`src/rtl/uart_pkg.sv`:
```
// Shared UART definitions: FSM states, data width and sizing helpers.
package uart_pkg;

    typedef enum logic [2:0] {
        IDLE,
        START,
        DATA,
        PARITY,
        STOP
    } state_t;

    localparam int DATA_BITS = 8;
    localparam int BIT_IDX_W = $clog2(DATA_BITS);

    localparam int DEFAULT_CLKS_PER_BIT = 16;
    localparam int DEFAULT_FIFO_DEPTH   = 4;

    // Bit-period counter only ever holds values up to CLKS_PER_BIT-1.
    function automatic int cnt_width(input int clks_per_bit);
        return $clog2(clks_per_bit);
    endfunction

    // One extra pointer bit separates full from empty when the indices match.
    function automatic int ptr_width(input int depth);
        return $clog2(depth) + 1;
    endfunction

endpackage

```
`src/rtl/uart_rx_fifo.sv`:
```
// Small show-ahead FIFO: head always presents the oldest entry.
module uart_rx_fifo
    import uart_pkg::*;
#(
    parameter int DEPTH = DEFAULT_FIFO_DEPTH,
    parameter int WIDTH = DATA_BITS
) (
    input  logic             clk,
    input  logic             nrst,
    input  logic             push,
    input  logic [WIDTH-1:0] push_data,
    input  logic             pop,
    output logic             full,
    output logic             empty,
    output logic [WIDTH-1:0] head
);

    localparam int PTR_W = ptr_width(DEPTH);
    localparam int AW    = PTR_W - 1;

    logic [WIDTH-1:0] mem [DEPTH];
    logic [PTR_W-1:0] wr_ptr;
    logic [PTR_W-1:0] rd_ptr;
    logic             do_push;
    logic             do_pop;

    assign empty   = (wr_ptr == rd_ptr);
    assign full    = (wr_ptr[AW] != rd_ptr[AW]) && (wr_ptr[AW-1:0] == rd_ptr[AW-1:0]);
    assign do_pop  = pop && !empty;
    // A pop in the same cycle frees the slot, so a push into a full FIFO still lands.
    assign do_push = push && (!full || do_pop);
    assign head    = mem[rd_ptr[AW-1:0]];

    // NOTE: the storage array is reset too, so head reads 0 straight out of reset.
    always_ff @(posedge clk or negedge nrst) begin
        if (!nrst) begin
            wr_ptr <= '0;
            rd_ptr <= '0;
            for (int i = 0; i < DEPTH; i++) begin
                mem[i] <= '0;
            end
        end else begin
            if (do_push) begin
                mem[wr_ptr[AW-1:0]] <= push_data;
                wr_ptr              <= wr_ptr + PTR_W'(1);
            end
            if (do_pop) begin
                rd_ptr <= rd_ptr + PTR_W'(1);
            end
        end
    end

endmodule

```
`src/rtl/uart_rx_ctrl.sv`:
```
// UART frame receiver: baud-timed mid-bit sampling into a show-ahead byte FIFO.
// Define UART_RX_PARITY_EN to add an even-parity bit and the parity_err output.
module uart_rx_ctrl
    import uart_pkg::*;
#(
    parameter int CLKS_PER_BIT = DEFAULT_CLKS_PER_BIT,
    parameter int FIFO_DEPTH   = DEFAULT_FIFO_DEPTH
) (
    input  logic                 clk,
    input  logic                 nrst,
    input  logic                 rx,
    output logic [DATA_BITS-1:0] rx_data,
    output logic                 rx_valid,
    input  logic                 rx_ready,
    output logic                 busy,
    output logic                 frame_err,
    output logic                 overrun
`ifdef UART_RX_PARITY_EN
    ,
    output logic                 parity_err
`endif
);

    localparam int CNT_W = cnt_width(CLKS_PER_BIT);
    localparam logic [CNT_W-1:0] HALF_BIT = CNT_W'(CLKS_PER_BIT / 2 - 1);
    localparam logic [CNT_W-1:0] FULL_BIT = CNT_W'(CLKS_PER_BIT - 1);
    localparam logic [BIT_IDX_W-1:0] LAST_BIT = BIT_IDX_W'(DATA_BITS - 1);

    logic                 sync1;
    logic                 rxs;
    logic                 rxs_prev;
    state_t               state;
    logic [CNT_W-1:0]     cnt;
    logic [BIT_IDX_W-1:0] bit_idx;
    logic [DATA_BITS-1:0] shreg;
    logic                 cnt_zero;
    logic                 parity_ok;
    logic                 good_byte;
    logic                 fifo_push;
    logic                 fifo_pop;
    logic                 fifo_full;
    logic                 fifo_empty;

    always_ff @(posedge clk or negedge nrst) begin
        if (!nrst) begin
            sync1    <= 1'b1;
            rxs      <= 1'b1;
            rxs_prev <= 1'b1;
        end else begin
            sync1    <= rx;
            rxs      <= sync1;
            rxs_prev <= rxs;
        end
    end

`ifdef UART_RX_PARITY_EN
    logic par_bit;
    assign parity_ok = ~(^shreg ^ par_bit);
`else
    assign parity_ok = 1'b1;
`endif

    assign cnt_zero  = (cnt == '0);
    assign fifo_pop  = rx_valid && rx_ready;
    assign good_byte = (state == STOP) && cnt_zero && rxs && parity_ok;
    assign fifo_push = good_byte && (!fifo_full || fifo_pop);
    assign rx_valid  = !fifo_empty;

    // NOTE: state, counters and status pulses all update with non-blocking assignments in one clocked block.
    always_ff @(posedge clk or negedge nrst) begin
        if (!nrst) begin
            state     <= IDLE;
            cnt       <= '0;
            bit_idx   <= '0;
            shreg     <= '0;
            busy      <= 1'b0;
            frame_err <= 1'b0;
            overrun   <= 1'b0;
`ifdef UART_RX_PARITY_EN
            par_bit    <= 1'b0;
            parity_err <= 1'b0;
`endif
        end else begin
            frame_err <= 1'b0;
            overrun   <= 1'b0;
`ifdef UART_RX_PARITY_EN
            parity_err <= 1'b0;
`endif
            case (state)
                IDLE: begin
                    // Only a falling edge starts a frame; a held-low line is ignored.
                    if (rxs_prev && !rxs) begin
                        state <= START;
                        cnt   <= HALF_BIT;
                        busy  <= 1'b1;
                    end
                end
                START: begin
                    if (!cnt_zero) begin
                        cnt <= cnt - CNT_W'(1);
                    end else if (!rxs) begin
                        state   <= DATA;
                        cnt     <= FULL_BIT;
                        bit_idx <= '0;
                    end else begin
                        state <= IDLE;
                        busy  <= 1'b0;
                    end
                end
                DATA: begin
                    if (!cnt_zero) begin
                        cnt <= cnt - CNT_W'(1);
                    end else begin
                        shreg[bit_idx] <= rxs;
                        cnt            <= FULL_BIT;
                        if (bit_idx == LAST_BIT) begin
`ifdef UART_RX_PARITY_EN
                            state <= PARITY;
`else
                            state <= STOP;
`endif
                        end else begin
                            bit_idx <= bit_idx + BIT_IDX_W'(1);
                        end
                    end
                end
`ifdef UART_RX_PARITY_EN
                PARITY: begin
                    if (!cnt_zero) begin
                        cnt <= cnt - CNT_W'(1);
                    end else begin
                        par_bit <= rxs;
                        cnt     <= FULL_BIT;
                        state   <= STOP;
                    end
                end
`endif
                STOP: begin
                    if (!cnt_zero) begin
                        cnt <= cnt - CNT_W'(1);
                    end else begin
                        state <= IDLE;
                        busy  <= 1'b0;
                        if (!rxs) begin
                            frame_err <= 1'b1;
`ifdef UART_RX_PARITY_EN
                        end else if (!parity_ok) begin
                            parity_err <= 1'b1;
`endif
                        end else if (fifo_full && !fifo_pop) begin
                            overrun <= 1'b1;
                        end
                    end
                end
                default: begin
                    state <= IDLE;
                    busy  <= 1'b0;
                end
            endcase
        end
    end

    uart_rx_fifo #(
        .DEPTH(FIFO_DEPTH),
        .WIDTH(DATA_BITS)
    ) u_fifo (
        .clk      (clk),
        .nrst     (nrst),
        .push     (fifo_push),
        .push_data(shreg),
        .pop      (fifo_pop),
        .full     (fifo_full),
        .empty    (fifo_empty),
        .head     (rx_data)
    );

endmodule
```
`config.mk`:
```
export PLATFORM = sky130hd
export DESIGN_NAME = uart_rx_ctrl
export DESIGN_NICKNAME = d
export VERILOG_FILES = /design/src/rtl/uart_pkg.sv /design/src/rtl/uart_rx_fifo.sv /design/src/rtl/uart_rx_ctrl.sv
export SDC_FILE = /design/constraint.sdc
export NUM_CORES = 1
export LEC_CHECK = 0
export CAP_MARGIN = 20
export CORE_MARGIN = 2
export CORE_UTILIZATION = 50
export DETAILED_ROUTE_END_ITERATION = 16
export PLACE_DENSITY = 0.68
export SYNTH_ARGS = -nofsm -noshare
export SYNTH_HDL_FRONTEND = slang
export SYNTH_SLANG_ARGS = --single-unit
```
`constraint.sdc`:
```
create_clock -name clk -period 4.6 [get_ports clk]
set_input_delay 0.92 -clock clk [delete_from_list [all_inputs] [get_ports clk]]
set_output_delay 0.92 -clock clk [all_outputs]
set_load 0.01 [all_outputs]
```
==> impl_metrics.env, run 1 <==
export IMPL_finalWirelength_microns=5430
export IMPL_synth_simple_gate_area_share_pct=9.87
export IMPL_synth_nets=243
export IMPL_ant_nets=0
export IMPL_finalNonFillerCells=328
export IMPL_hold_path_class="reg -> reg"
export IMPL_synthAdderAreaFrac_pct=3.18
export IMPL_synth_warnings=0
export IMPL_layout_drive_gt1_share_pct=30.8
export IMPL_irDropWorstVdd_uv=319
export IMPL_grt_pass1_vias=1848
export IMPL_cts_resized=0
export IMPL_rsz0062_at_grt="false"
export IMPL_dp_cells=312
export IMPL_grt_overflow=0
export IMPL_crit_arrival_ns=2.23
export IMPL_vias_per_cell=5.54
export IMPL_synth_area_leaders="dfrtp_1 (47%), mux2_4 (15%), mux4_2 (5.7%)"
export IMPL_fin_ws_ns=1.45
export IMPL_max_slew_margin_pct=48.2
export IMPL_synth_top_family_by_area="multiplexers"
export IMPL_port_buffers=15
export IMPL_syn_inst=231
export IMPL_power_mw=1.27
export IMPL_fin_nets=260
export IMPL_synth_top_area_share_pct=47.0
export IMPL_grt_antenna_before_repair=0
export IMPL_critPathMaxFanout=11
export IMPL_h_tree_depth=3
export IMPL_async_reset_ff_share_pct=100
export IMPL_grt_max_degree=63
export IMPL_synthTopCellsByCount="dfrtp_1 (59), mux2_4 (32), nor2_1 (17)"
export IMPL_hpwl_microns=3590
export IMPL_p_leak_nw=1.59
export IMPL_fin_tns_setup_ns=0
export IMPL_cts_sinks=62
export IMPL_numCtsBuffers=9
export IMPL_fillers=487
export IMPL_synth_xor_area_share_pct=1.95
export IMPL_yosys_area_top_type="dfrtp_1"
export IMPL_cts_root_buf="clkbuf_8"
export IMPL_clock_fmax_mhz=317
export IMPL_status="complete, no violations"
export IMPL_dpl_worst_slack_ns=1.78
export IMPL_required_ns=3.68
export IMPL_syn_avg_cell_area_sq_um=13.6
export IMPL_core_sq_um=5990
export IMPL_seq_area_frac_synth_pct=49.5
export IMPL_gp_congestion=0.804
export IMPL_clock_path_buffers=2
export IMPL_drc=0
export IMPL_finalCriticalPeriod_ns=3.15
export IMPL_die_area_sq_um=6940
export IMPL_die_h_microns=83.3
export IMPL_hold_buffers=0
export IMPL_endpoint_kind="output pin"
export IMPL_maxCapViolCount=0
export IMPL_ys_seq_elements=62
export IMPL_initialDrtViolationCount=92
export IMPL_row_count=28
export IMPL_synth_edf_count=0
export IMPL_vias=1817
export IMPL_netlist_area_sq_um=3140
export IMPL_finalHoldViolations=0
export IMPL_layout_area_overhead_vs_synth_pct=10.9
export IMPL_antenna_cells=0
export IMPL_clock_skew_ns=0.0115
export IMPL_synth_most_common_cell="dfrtp_1"
export IMPL_start_util_pct=52.5
export IMPL_worst_setup_path_start_kind="flip-flop"
export IMPL_dpl_cell_area_sq_um=3290
export IMPL_final_max_slew_violation_count=0
export IMPL_fin_crit_sh_pct=68.5
export IMPL_clock_latency_ns=0.34
export IMPL_die_x_microns=83.3
export IMPL_wl_per_cell_microns=16.6
export IMPL_setup_violations_final=0
export IMPL_grt_pass1_wl_microns=9320
export IMPL_grt_usage_pct=17.0
export IMPL_synth_compound_area_share_pct=5.65
export IMPL_synth_flop_cell="dfrtp_1"
export IMPL_clk_pin_slew_ns=0.07
export IMPL_postLayoutCellArea_sq_um=3490
export IMPL_tightest_slew_ns=0.776
export IMPL_powerDensity_nw_per_um2=365
export IMPL_setup_worst_path_class="reg -> out"
export IMPL_drt_first_pass_iters=4
export IMPL_cts_setup_buffers=0
export IMPL_synth_cell_types=37
export IMPL_ioPinCount=16
export IMPL_tritoncts="done"
export IMPL_synthMuxAreaShare_pct=25.6
per-stage QoR:
| step | util, % | hold WS (ns) |
|---|---|---|
| after floorplan | - | 0.345 |
| after global placement | 54.8 | 0.346 |
| after detailed placement | 54.8 | 0.349 |
| after CTS | 58.2 | 0.362 |
| after global routing | 58.2 | 0.363 |
| final | 58.2 | 0.359 |
per-layer routing:
metal / vias up / wire [microns] / global-route usage (%)
met4: 0 / 128 / 6.56
met1: 908 / 2640 / 23.3
met5: - / 0 / 0
li1: 866 / - / -
met2: 34 / 2490 / 25.1
met3: 9 / 178 / 5.47
worst max-delay path: stages (launching register included):
cell and delay (ns):
dfrtp_1 0.82, mux4_2 0.59, clkdlybuf4s50_1 0.49
power by group:
part	switching (mW)	internal (mW)
logic	0.0962	0.0792
clock network	0.209	0.265
registers	0.0477	0.576
cells by family after synthesis:
kind of cell	after synthesis
multiplexers	53
AO/OA/AOI/OAI	26
adder cells (fa/ha/maj)	8
XOR/XNOR	7
buffers and inverters	18
flip-flops	62
AND/OR/NAND/NOR	57
placed cells by master, fill, tap and decap left out, drive strengths merged, types with 2 or more instances in the layout:
| cell type | count |
|---|---|
| a21oi | 8 |
| and2 | 4 |
| buf | 2 |
| clkbuf | 11 |
| clkdlybuf4s50 | 14 |
| clkinv | 2 |
| clkinvlp | 2 |
| dfrtp | 59 |
| dfstp | 3 |
| ha | 8 |
| inv | 8 |
| mux2 | 43 |
| mux2i | 2 |
| mux4 | 8 |
| nand2 | 11 |
| nand2b | 4 |
| nand3 | 6 |
| nand4 | 4 |
| nor2 | 17 |
| nor3 | 6 |
| o21a | 3 |
| o21ai | 7 |
| xnor2 | 6 |
cell type report:
type / count / area, sq um / area share [%]
Multi-Input combinational cell: 151 / 1450 / 41.7
Clock inverter: 5 / 58.8 / 1.69
Tap cell: 75 / 93.8 / 2.69
Inverter: 8 / 30.0 / 0.861
Timing Repair Buffer: 16 / 153 / 4.38
Sequential cell: 62 / 1560 / 44.6
Clock buffer: 11 / 141 / 4.06
final timing paths:
path	from	end	slack, ns	cells past startpoint
max reg2reg	cnt[0]	u_fifo.mem[7]	2.16	7
min	sync1	rxs	0.36	0
max in group asynchronous	nrst	cnt[3]	3.34	2
max	u_fifo.rd_ptr[0]	rx_data[3]	1.45	2
min reg2reg	sync1	rxs	0.36	0
min in group asynchronous	nrst	u_fifo.mem[22]	0.73	2
flip-flops by register name, summed over array words and instances, names as in the netlist, 3 cells and up:
signal         count
state              3
u_fifo.rd_ptr      3
shreg              8
u_fifo.mem        32
bit_idx            3
u_fifo.wr_ptr      3
cnt                4
Power figures use the tool's default switching activity.
==> inputs of run 2 (changes only) <==
PLACE_DENSITY = 0.71   (was 0.68)
clock period = 2.8 ns   (was 4.6 ns; I/O delays follow)
==> impl_metrics.env, run 2 (synthesis results as in run 1) <==
export IMPL_status="complete, no violations"
export IMPL_ant_nets=0
export IMPL_layout_area_overhead_vs_synth_pct=11.6
export IMPL_vias=1842
export IMPL_die_x_microns=83.3
export IMPL_grt_usage_pct=17.4
export IMPL_fin_nets=263
export IMPL_largest_reg_flops=32
export IMPL_layout_drive_gt1_share_pct=31.4
export IMPL_dpl_worst_slack_ns=0.546
export IMPL_vias_per_cell=5.58
export IMPL_cts_sinks=62
export IMPL_cts_root_buf="clkbuf_8"
export IMPL_fin_crit_sh_pct=93.7
export IMPL_finalCriticalPeriod_ns=2.62
export IMPL_clk_pin_slew_ns=0.07
export IMPL_tightest_slew_ns=0.728
export IMPL_row_count=28
export IMPL_hpwl_microns=3640
export IMPL_drt_first_pass_iters=4
export IMPL_r2r_cells=7
export IMPL_crit_slowest_cell="dfrtp_1"
export IMPL_clock_latency_ns=0.34
export IMPL_gp_congestion=0.827
export IMPL_rsz0062_at_grt="false"
export IMPL_max_slew_margin_pct=51.5
export IMPL_die_area_sq_um=6940
export IMPL_setup_worst_path_class="reg -> out"
export IMPL_start_util_pct=52.5
export IMPL_r2r_end="u_fifo.mem[7]"
export IMPL_irDropWorstVdd_uv=382
export IMPL_finalHoldViolations=0
export IMPL_path_cells="xnor2_1, nand3_1, clkdlybuf4s50_1"
export IMPL_fin_ws_ns=0.177
export IMPL_worst_setup_path_start_kind="flip-flop"
export IMPL_mostFrequentLayoutCells="dfrtp_1 (59), mux2_4 (32), nor2_1 (17), clkdlybuf4s50_1 (14)"
export IMPL_maxCapViolCount=0
export IMPL_hold_buffers=0
export IMPL_fin_tns_setup_ns=0
export IMPL_final_max_slew_violation_count=0
export IMPL_die_h_microns=83.3
export IMPL_wl_per_cell_microns=16.8
export IMPL_p_leak_nw=1.61
export IMPL_tritoncts="done"
export IMPL_grt_pass1_wl_microns=9350
export IMPL_ioPinCount=16
export IMPL_clock_skew_ns=0.00934
export IMPL_initialDrtViolationCount=58
export IMPL_ff2ff_setup_slack_ns=0.59
export IMPL_top_regs="u_fifo.mem (32), shreg (8), cnt (4)"
export IMPL_required_ns=2.24
export IMPL_mostFrequentLayoutCell="dfrtp_1"
export IMPL_endpoint_kind="output pin"
export IMPL_startpoint="u_fifo.rd_ptr[1]"
export IMPL_antenna_cells=0
export IMPL_cts_setup_buffers=0
export IMPL_finalWirelength_microns=5560
export IMPL_clock_path_buffers=2
export IMPL_endpoint="rx_valid"
export IMPL_setup_violations_final=0
export IMPL_r2r_start="cnt[0]"
export IMPL_port_buffers=15
export IMPL_crit_path_max_incr_delay_ns=0.59
export IMPL_numCtsBuffers=9
export IMPL_grt_max_degree=33
export IMPL_crit_arrival_ns=2.06
export IMPL_powerDensity_nw_per_um2=595
export IMPL_grt_pass1_vias=1881
export IMPL_critPathMaxFanout=11
export IMPL_largest_register="u_fifo.mem"
export IMPL_hold_path_class="in -> async"
export IMPL_grt_overflow=0
export IMPL_core_sq_um=5990
export IMPL_cts_resized=0
export IMPL_h_tree_depth=3
export IMPL_drc=0
export IMPL_grt_antenna_before_repair=0
export IMPL_clock_fmax_mhz=381
## run 2: worst min path at each step
| stage | depth (start not counted) | end | slack, ns |
|---|---|---|---|
| 2_1_floorplan | 0 | bit_idx[0] | 0.26 |
| 3_3_place_gp | 0 | rxs | 0.35 |
| 3_5_place_dp | 0 | rxs | 0.35 |
| 4_1_cts | 1 | u_fifo.mem[30] | 0.28 |
| 5_1_grt | 1 | u_fifo.mem[14] | 0.33 |
| 6_report | 1 | u_fifo.mem[14] | 0.27 |
## run 2: cell type report
type | instances | area, sq um
Fill cell | 481 | 2480
Sequential cell | 62 | 1560
Multi-Input combinational cell | 151 | 1450
Timing Repair Buffer | 19 | 188
Clock buffer | 11 | 141
Tap cell | 75 | 93.8
Clock inverter | 4 | 47.5
Inverter | 8 | 30.0
## run 2: through the flow
step | instance area (sq um) | instances | power [mW] | util (%) | hold slack, ns
after floorplan | 3140 | 231 | 1.24 | - | 0.264
after global placement | 3320 | 315 | 1.32 | 55.4 | 0.346
after detailed placement | 3320 | 315 | 1.34 | 55.4 | 0.355
after CTS | 3510 | 330 | 2.11 | 58.6 | 0.279
after global routing | 3510 | 330 | 2.20 | 58.6 | 0.334
final | 3510 | 330 | 2.09 | 58.6 | 0.272
## run 2: power breakdown
| group | leakage (nW) | switching (mW) | internal, mW |
|---|---|---|---|
| Sequential | 0.839 | 0.0802 | 0.946 |
| Clock | 0.0952 | 0.338 | 0.427 |
| Combinational | 0.673 | 0.162 | 0.136 |
| Total | 1.61 | 0.579 | 1.51 |
## run 2: metal layers
| layer | GRT usage (%) | part of all wire (%) |
|---|---|---|
| met1 | 22.9 | 47 |
| met2 | 27.2 | 49 |
| met3 | 5.96 | 3.4 |
| met4 | 5.37 | 1.0 |
| met5 | 0 | 0 |
## run 2: worst max-delay path: cells and delay by family, from the launching register on
kind	cells	cell delay, ns
xor+xnor	1	0.43
buf+inv	1	0.52
flops	1	0.59
simple gates	1	0.19
